$ cat src/rtl/inst_queue_if.sv
// inst_queue_if: fetch-side push bus and issue-side pop bus of the instruction queue.
`default_nettype none

interface inst_queue_if #(
  parameter int DEPTH   = 8,
  parameter int FETCH_N = 2,
  parameter int ISSUE_N = 2
);
  logic                             flush;
  logic                             in_valid;
  logic                             in_ready;
  logic [31:0]                      in_pc;
  logic [FETCH_N*32-1:0]            in_inst;
  logic [FETCH_N-1:0]               in_mask;
  logic [ISSUE_N-1:0]               out_valid;
  logic [ISSUE_N*32-1:0]            out_pc;
  logic [ISSUE_N*32-1:0]            out_inst;
  logic [$clog2(ISSUE_N+1)-1:0]     out_pop;
  logic [$clog2(DEPTH+1)-1:0]       count;

  modport master (
    output flush, in_valid, in_pc, in_inst, in_mask, out_pop,
    input  in_ready, out_valid, out_pc, out_inst, count
  );

  modport slave (
    input  flush, in_valid, in_pc, in_inst, in_mask, out_pop,
    output in_ready, out_valid, out_pc, out_inst, count
  );
endinterface

`default_nettype wire

$ cat src/rtl/inst_queue.sv
// inst_queue: circular instruction buffer taking masked fetch groups and presenting
// up to ISSUE_N head entries per cycle, with flush and clamped multi-pop.
`default_nettype none

module inst_queue #(
  parameter int DEPTH   = 8,
  parameter int FETCH_N = 2,
  parameter int ISSUE_N = 2
) (
  input  wire logic   clk,
  input  wire logic   resetn,
  inst_queue_if.slave q
);
  localparam int PW   = $clog2(DEPTH);
  localparam int CW   = $clog2(DEPTH+1);
  localparam int POPW = $clog2(ISSUE_N+1);

  logic [63:0]   r_mem [DEPTH];
  logic [PW-1:0] r_head;
  logic [PW-1:0] r_tail;
  logic [CW-1:0] r_count;

  logic          w_in_ready;
  logic          w_push;
  logic [CW-1:0] w_push_cnt;
  logic [CW-1:0] w_pushed;
  logic [CW-1:0] w_pop_req;
  logic [CW-1:0] w_pop;
  logic [PW-1:0] w_slot_idx [FETCH_N];
  logic          w_we       [DEPTH];
  logic [63:0]   w_wdata    [DEPTH];

  assign w_in_ready = (r_count <= CW'(DEPTH - FETCH_N));
  assign w_push     = q.in_valid && w_in_ready && !q.flush;
  assign q.in_ready = w_in_ready;
  assign q.count    = r_count;

  // Kept slots are packed: slot i lands at tail + (number of kept slots below i).
  always_comb begin
    w_push_cnt = '0;
    for (int i = 0; i < FETCH_N; i++) begin
      w_slot_idx[i] = r_tail + w_push_cnt[PW-1:0];
      w_push_cnt    = w_push_cnt + CW'(q.in_mask[i]);
    end
  end

  always_comb begin
    for (int e = 0; e < DEPTH; e++) begin
      w_we[e]    = 1'b0;
      w_wdata[e] = '0;
      for (int i = 0; i < FETCH_N; i++) begin
        if (w_push && q.in_mask[i] && (w_slot_idx[i] == PW'(e))) begin
          w_we[e]    = 1'b1;
          w_wdata[e] = {q.in_pc + 32'(4*i), q.in_inst[32*i +: 32]};
        end
      end
    end
  end

  assign w_pushed  = w_push ? w_push_cnt : '0;
  assign w_pop_req = CW'(q.out_pop);
  assign w_pop     = (w_pop_req > r_count) ? r_count : w_pop_req;

  always_ff @(posedge clk or negedge resetn) begin
    if (!resetn) begin
      r_head  <= '0;
      r_tail  <= '0;
      r_count <= '0;
    end else if (q.flush) begin
      r_head  <= '0;
      r_tail  <= '0;
      r_count <= '0;
    end else begin
      r_head  <= r_head + w_pop[PW-1:0];
      r_tail  <= r_tail + w_pushed[PW-1:0];
      r_count <= r_count + w_pushed - w_pop;
    end
  end

  // Storage is intentionally left out of reset; validity is tracked by r_count alone.
  for (genvar e = 0; e < DEPTH; e++) begin : g_mem
    always_ff @(posedge clk) begin
      if (w_we[e]) begin
        r_mem[e] <= w_wdata[e];
      end
    end
  end

  for (genvar k = 0; k < ISSUE_N; k++) begin : g_out
    logic [PW-1:0] w_rd;
    assign w_rd                  = r_head + PW'(k);
    assign q.out_valid[k]        = (r_count > CW'(k));
    assign q.out_pc[32*k +: 32]   = r_mem[w_rd][63:32];
    assign q.out_inst[32*k +: 32] = r_mem[w_rd][31:0];
  end

  logic [POPW-1:0] w_unused_pop_width;
  assign w_unused_pop_width = q.out_pop;

endmodule

`default_nettype wire

$ cat src/flat_wrapper.sv
// flat-port wrapper written by rule: the top's interface ports become plain ports
module inst_queue_flat 
#(
  parameter int DEPTH   = 8,
  parameter int FETCH_N = 2,
  parameter int ISSUE_N = 2
)
  (clk, resetn, q_flush, q_in_valid, q_in_pc, q_in_inst, q_in_mask, q_out_pop, q_in_ready, q_out_valid, q_out_pc, q_out_inst, q_count);
  inst_queue_if #(.DEPTH(DEPTH), .FETCH_N(FETCH_N), .ISSUE_N(ISSUE_N)) q_i ();
  input  wire logic clk;
  input  wire logic resetn;
  input wire logic [$bits(q_i.flush)-1:0] q_flush;
  input wire logic [$bits(q_i.in_valid)-1:0] q_in_valid;
  input wire logic [$bits(q_i.in_pc)-1:0] q_in_pc;
  input wire logic [$bits(q_i.in_inst)-1:0] q_in_inst;
  input wire logic [$bits(q_i.in_mask)-1:0] q_in_mask;
  input wire logic [$bits(q_i.out_pop)-1:0] q_out_pop;
  output wire logic [$bits(q_i.in_ready)-1:0] q_in_ready;
  output wire logic [$bits(q_i.out_valid)-1:0] q_out_valid;
  output wire logic [$bits(q_i.out_pc)-1:0] q_out_pc;
  output wire logic [$bits(q_i.out_inst)-1:0] q_out_inst;
  output wire logic [$bits(q_i.count)-1:0] q_count;
  assign q_i.flush = q_flush;
  assign q_i.in_valid = q_in_valid;
  assign q_i.in_pc = q_in_pc;
  assign q_i.in_inst = q_in_inst;
  assign q_i.in_mask = q_in_mask;
  assign q_i.out_pop = q_out_pop;
  assign q_in_ready = q_i.in_ready;
  assign q_out_valid = q_i.out_valid;
  assign q_out_pc = q_i.out_pc;
  assign q_out_inst = q_i.out_inst;
  assign q_count = q_i.count;
  inst_queue #(.DEPTH(DEPTH), .FETCH_N(FETCH_N), .ISSUE_N(ISSUE_N)) u_core (.clk(clk), .resetn(resetn), .q(q_i));
endmodule
$ cat config.mk
export PLATFORM = sky130hd
export DESIGN_NAME = inst_queue_flat
export DESIGN_NICKNAME = d
export VERILOG_FILES = /design/src/rtl/inst_queue_if.sv /design/src/rtl/inst_queue.sv /design/src/flat_wrapper.sv
export SDC_FILE = /design/constraint.sdc
export NUM_CORES = 1
export LEC_CHECK = 0
export ABC_CLOCK_PERIOD_IN_PS = 7500
export BUFFER_PORTS_ARGS = -buffer_cell sky130_fd_sc_hd__buf_2
export CAP_MARGIN = 40
export CORE_MARGIN = 10
export CORE_UTILIZATION = 55
export DETAILED_ROUTE_END_ITERATION = 8
export PLACE_DENSITY_LB_ADDON = 0.3
export SYNTH_ARGS = -nofsm -noshare
export SYNTH_HDL_FRONTEND = slang
export SYNTH_SLANG_ARGS = --single-unit
$ cat constraint.sdc
create_clock -name clk -period 7.5 [get_ports clk]
set_clock_uncertainty 0.15 [all_clocks]
set_input_delay 1.125 -clock clk [delete_from_list [all_inputs] [get_ports clk]]
set_output_delay 1.125 -clock clk [all_outputs]
set_load 0.02 [all_outputs]
==> run metrics <==
startpoint types=flip-flop; worst min path class=input pin to asynchronous set/reset pin; Crit Reg-Reg Startpoint=u_core.r_tail[0]; vias per cell=about 7.4; global route overflow=0; vias in the first global route=23,300; Switching Share=a little under two fifths; crit path capture=q_out_inst[50]; Reg2Reg Depth=7; drt initial violations=3,497; fmax=189 MHz; Post-Route WL=~100 mm; status=finished, final reports clean; Crit path depth=5; fill cell total of the finished layout=~4,200; Reg2Reg Setup Slack=~3.0 ns; most common cell after layout, fill and taps aside=edfxtp_1; final hold violation count=0; Initial Util=55.3%; Total Power=11.3 mW; Worst EP required=6.22 ns; synthesized area=around 31,000 um^2; Psw=4.31 mW; Core Box Area=56,300 um^2; sequential share of power=30.7%; unrepaired setup endpoints after global routing=false; Max Slew Vio Count=0; io pins=~240; total CTS buffers=56; Final min period=~5.3 ns; H-tree depth=2; setup bufs post-CTS=0; most frequent cells in the layout=edfxtp_1 (512), a22o_1 (264), mux4_2 (256), buf_2 (238), nand2_1 (208); CP cell instances=buf_4 > buf_4 > mux4_2 > mux2_2 > buf_2; maxcap violations=0; largest net degree at the start of global routing=79; sequential cell area=15,600 um^2; max_slew headroom=a little under a third; PostCTS Resize Cnt=0; final setup fails=0; Nets=~2,500; row count=87; proportion of layout cells with a drive suffix above 1=between 30 and 40%; r2r endpoint=u_core.r_mem[7][44]; IR drop worst, VDD=313 uV; IO Port Bufs=238; DP Wirelength=62.3 mm; Cells after Synth=2,329; Lkg Pwr=11.7 nW; CP Capture Type=output pin; register area share after synthesis=between 50% and 60%; Comb power frac=a little under half; top_reg_cell synth=edfxtp_1; CTS clock-pin slew for the worst setup and hold paths=around 0.060 ns; CTS tree=built; #FFs+latches synth=522; CP max FO=46; GP Congestion=0.905; die area=roughly 67,000 um^2; worst path bufs/invs=3; setup TNS=0 ns; Die W=about 260 um; Post-DRT Antenna Nets=0; first-pass GRT wire length=149 mm; Synth async-reset ratio=1.92%; synth warn=0; DR vias=23,500; Multi-input gate area=roughly 14,000 um^2; post-synthesis cell type count=58; CP max-delay cell=dfrtp_4; # DRC=0; clock power share=between 20% and 30%; Mean Syn Cell Area=~13 um^2; Setup crit start=u_core.r_head[0]; number of synthesized flops with an enable pin=slightly above 500; Crit path largest cell delay=around 0.90 ns; cell internal pwr=7.03 mW; worst-skew pair later-pin latency=approximately 0.62 ns; DRT Pass-1 Iters=6; worst endpoint data arrival time=about 4 ns; cell family with most CP delay=buffers and inverters; CTS root buf=clkbuf_16; initial antenna violation count=17; clk buf depth=3; Crit Path Class=flip-flop to output pin; Hold-fix buffers, CTS=0; pwr/cell area=about 330 nW/um^2; clk sinks=about 520; Tightest Pin Transition=1.03 ns; DIE HEIGHT=approximately 260 um; Area Overhead vs Synth=11.7%; Final Cycle Share=70.5%; Mapped Nets=about 2,500; Global Route Usage Sum=29.4%; DR WL/cell=about 32 um; CP dominant cell by count=buf_4
==> per-stage QoR <==
| step | area, um^2 | utilization (%) | cells | hold slack (ns) | setup slack (ns) |
|---|---|---|---|---|---|
| after floorplan | 31100 | - | 2329 | 0.459 | 0.317 |
| after global placement | 32600 | 58.0 | 3062 | 0.664 | 2.37 |
| after detailed placement | 33000 | 58.7 | 3081 | 0.665 | 2.46 |
| after CTS | 34700 | 61.7 | 3181 | 0.184 | 2.12 |
| after global routing | 34800 | 61.8 | 3191 | 0.200 | 1.96 |
| final | 34800 | 61.8 | 3196 | 0.197 | 2.22 |
==> metal layers <==
layer | vias to the layer above | GRT usage, % | share of wire (%)
li1 | 9516 | - | -
met1 | 11800 | 37.0 | 35
met2 | 1800 | 47.6 | 48
met3 | 359 | 6.80 | 12
met4 | 8 | 14.7 | 5.0
met5 | - | 0 | 0.054
==> synth_stat cells, drive strengths merged, types with 2 or more instances <==
master | instances | area [um^2]
o21ai | 136 | 681
buf | 169 | 758
mux2 | 128 | 1440
or2 | 5 | 31.3
dfrtp | 10 | 250
nand3 | 23 | 115
and4 | 4 | 35.0
nor2 | 37 | 141
or3 | 8 | 55.1
a22o | 264 | 2310
fa | 4 | 80.1
and2 | 19 | 119
nor4 | 10 | 98.8
nor2b | 8 | 50.1
and4bb | 2 | 25.0
o2bb2ai | 4 | 35.0
edfxtp | 512 | 15400
nand2 | 208 | 781
xnor2 | 10 | 87.6
o31ai | 17 | 128
a21o | 9 | 67.6
inv | 18 | 67.6
xor2 | 8 | 70.1
nor3 | 31 | 195
clkbuf | 141 | 533
or4 | 3 | 22.5
a31oi | 93 | 582
o211ai | 6 | 45.0
mux4 | 256 | 5770
nand2b | 3 | 18.8
nand4 | 18 | 146
and3 | 11 | 68.8
ha | 16 | 200
a21oi | 114 | 571
o22ai | 13 | 81.3
==> cell families after synthesis <==
| logic type | after synthesis | synth area share (%) |
|---|---|---|
| muxes | 385 | 23.2 |
| DFF | 522 | 50.2 |
| AOI/OAI and AO/OA | 661 | 14.6 |
| adders and majority gates | 20 | 0.900 |
| and+or+nand+nor | 394 | 6.27 |
| xor gates and xnor gates | 18 | 0.506 |
| buffers and inverters | 329 | 4.37 |
==> worst register-to-register path, delay by kind of cell (launching register included) <==
family	cells	cell delay, ns
compound gates	1	0.36
fa+ha+maj	1	0.66
buf+inv	3	0.92
flops	1	0.55
simple gates	2	1.46
==> flip-flops by register name, indices dropped and copies added, names as in the netlist <==
signal / flops
u_core.r_head: 3
u_core.q.count: 4
u_core.r_mem: 512
u_core.r_tail: 3
==> area by class of cell <==
type | count | share of cell area [%]
timing repair buffer | 306 | 5.79
clock buffer | 78 | 4.50
multi-input combinational | 1478 | 41.3
tap | 756 | 2.72
sequential | 522 | 45.0
clock inverter | 22 | 0.381
antenna | 15 | 0.108
inverter | 19 | 0.205
==> power by group through the flow <==
stage	clock network [mW]	registers, mW	logic (mW)
detailed placement	0	3.55	5.24
finish	2.63	3.49	5.23
floorplan	0	3.40	3.69
CTS	2.63	3.49	5.27
global placement	0	3.54	5.10
global route	2.75	3.50	5.48
==> worst min-delay path by stage <==
| stage | slack [ns] | startpoint | endpoint |
|---|---|---|---|
| finish | 0.20 | resetn | u_core.r_head[1] |
| CTS | 0.18 | resetn | u_core.q.count[2] |
| global placement | 0.66 | u_core.r_tail[1] | u_core.r_tail[1] |
| detailed placement | 0.66 | u_core.r_tail[1] | u_core.r_tail[1] |
| global route | 0.20 | resetn | u_core.q.count[2] |
| floorplan | 0.46 | u_core.r_tail[0] | u_core.r_tail[0] |
Power figures use the tool's default switching activity.
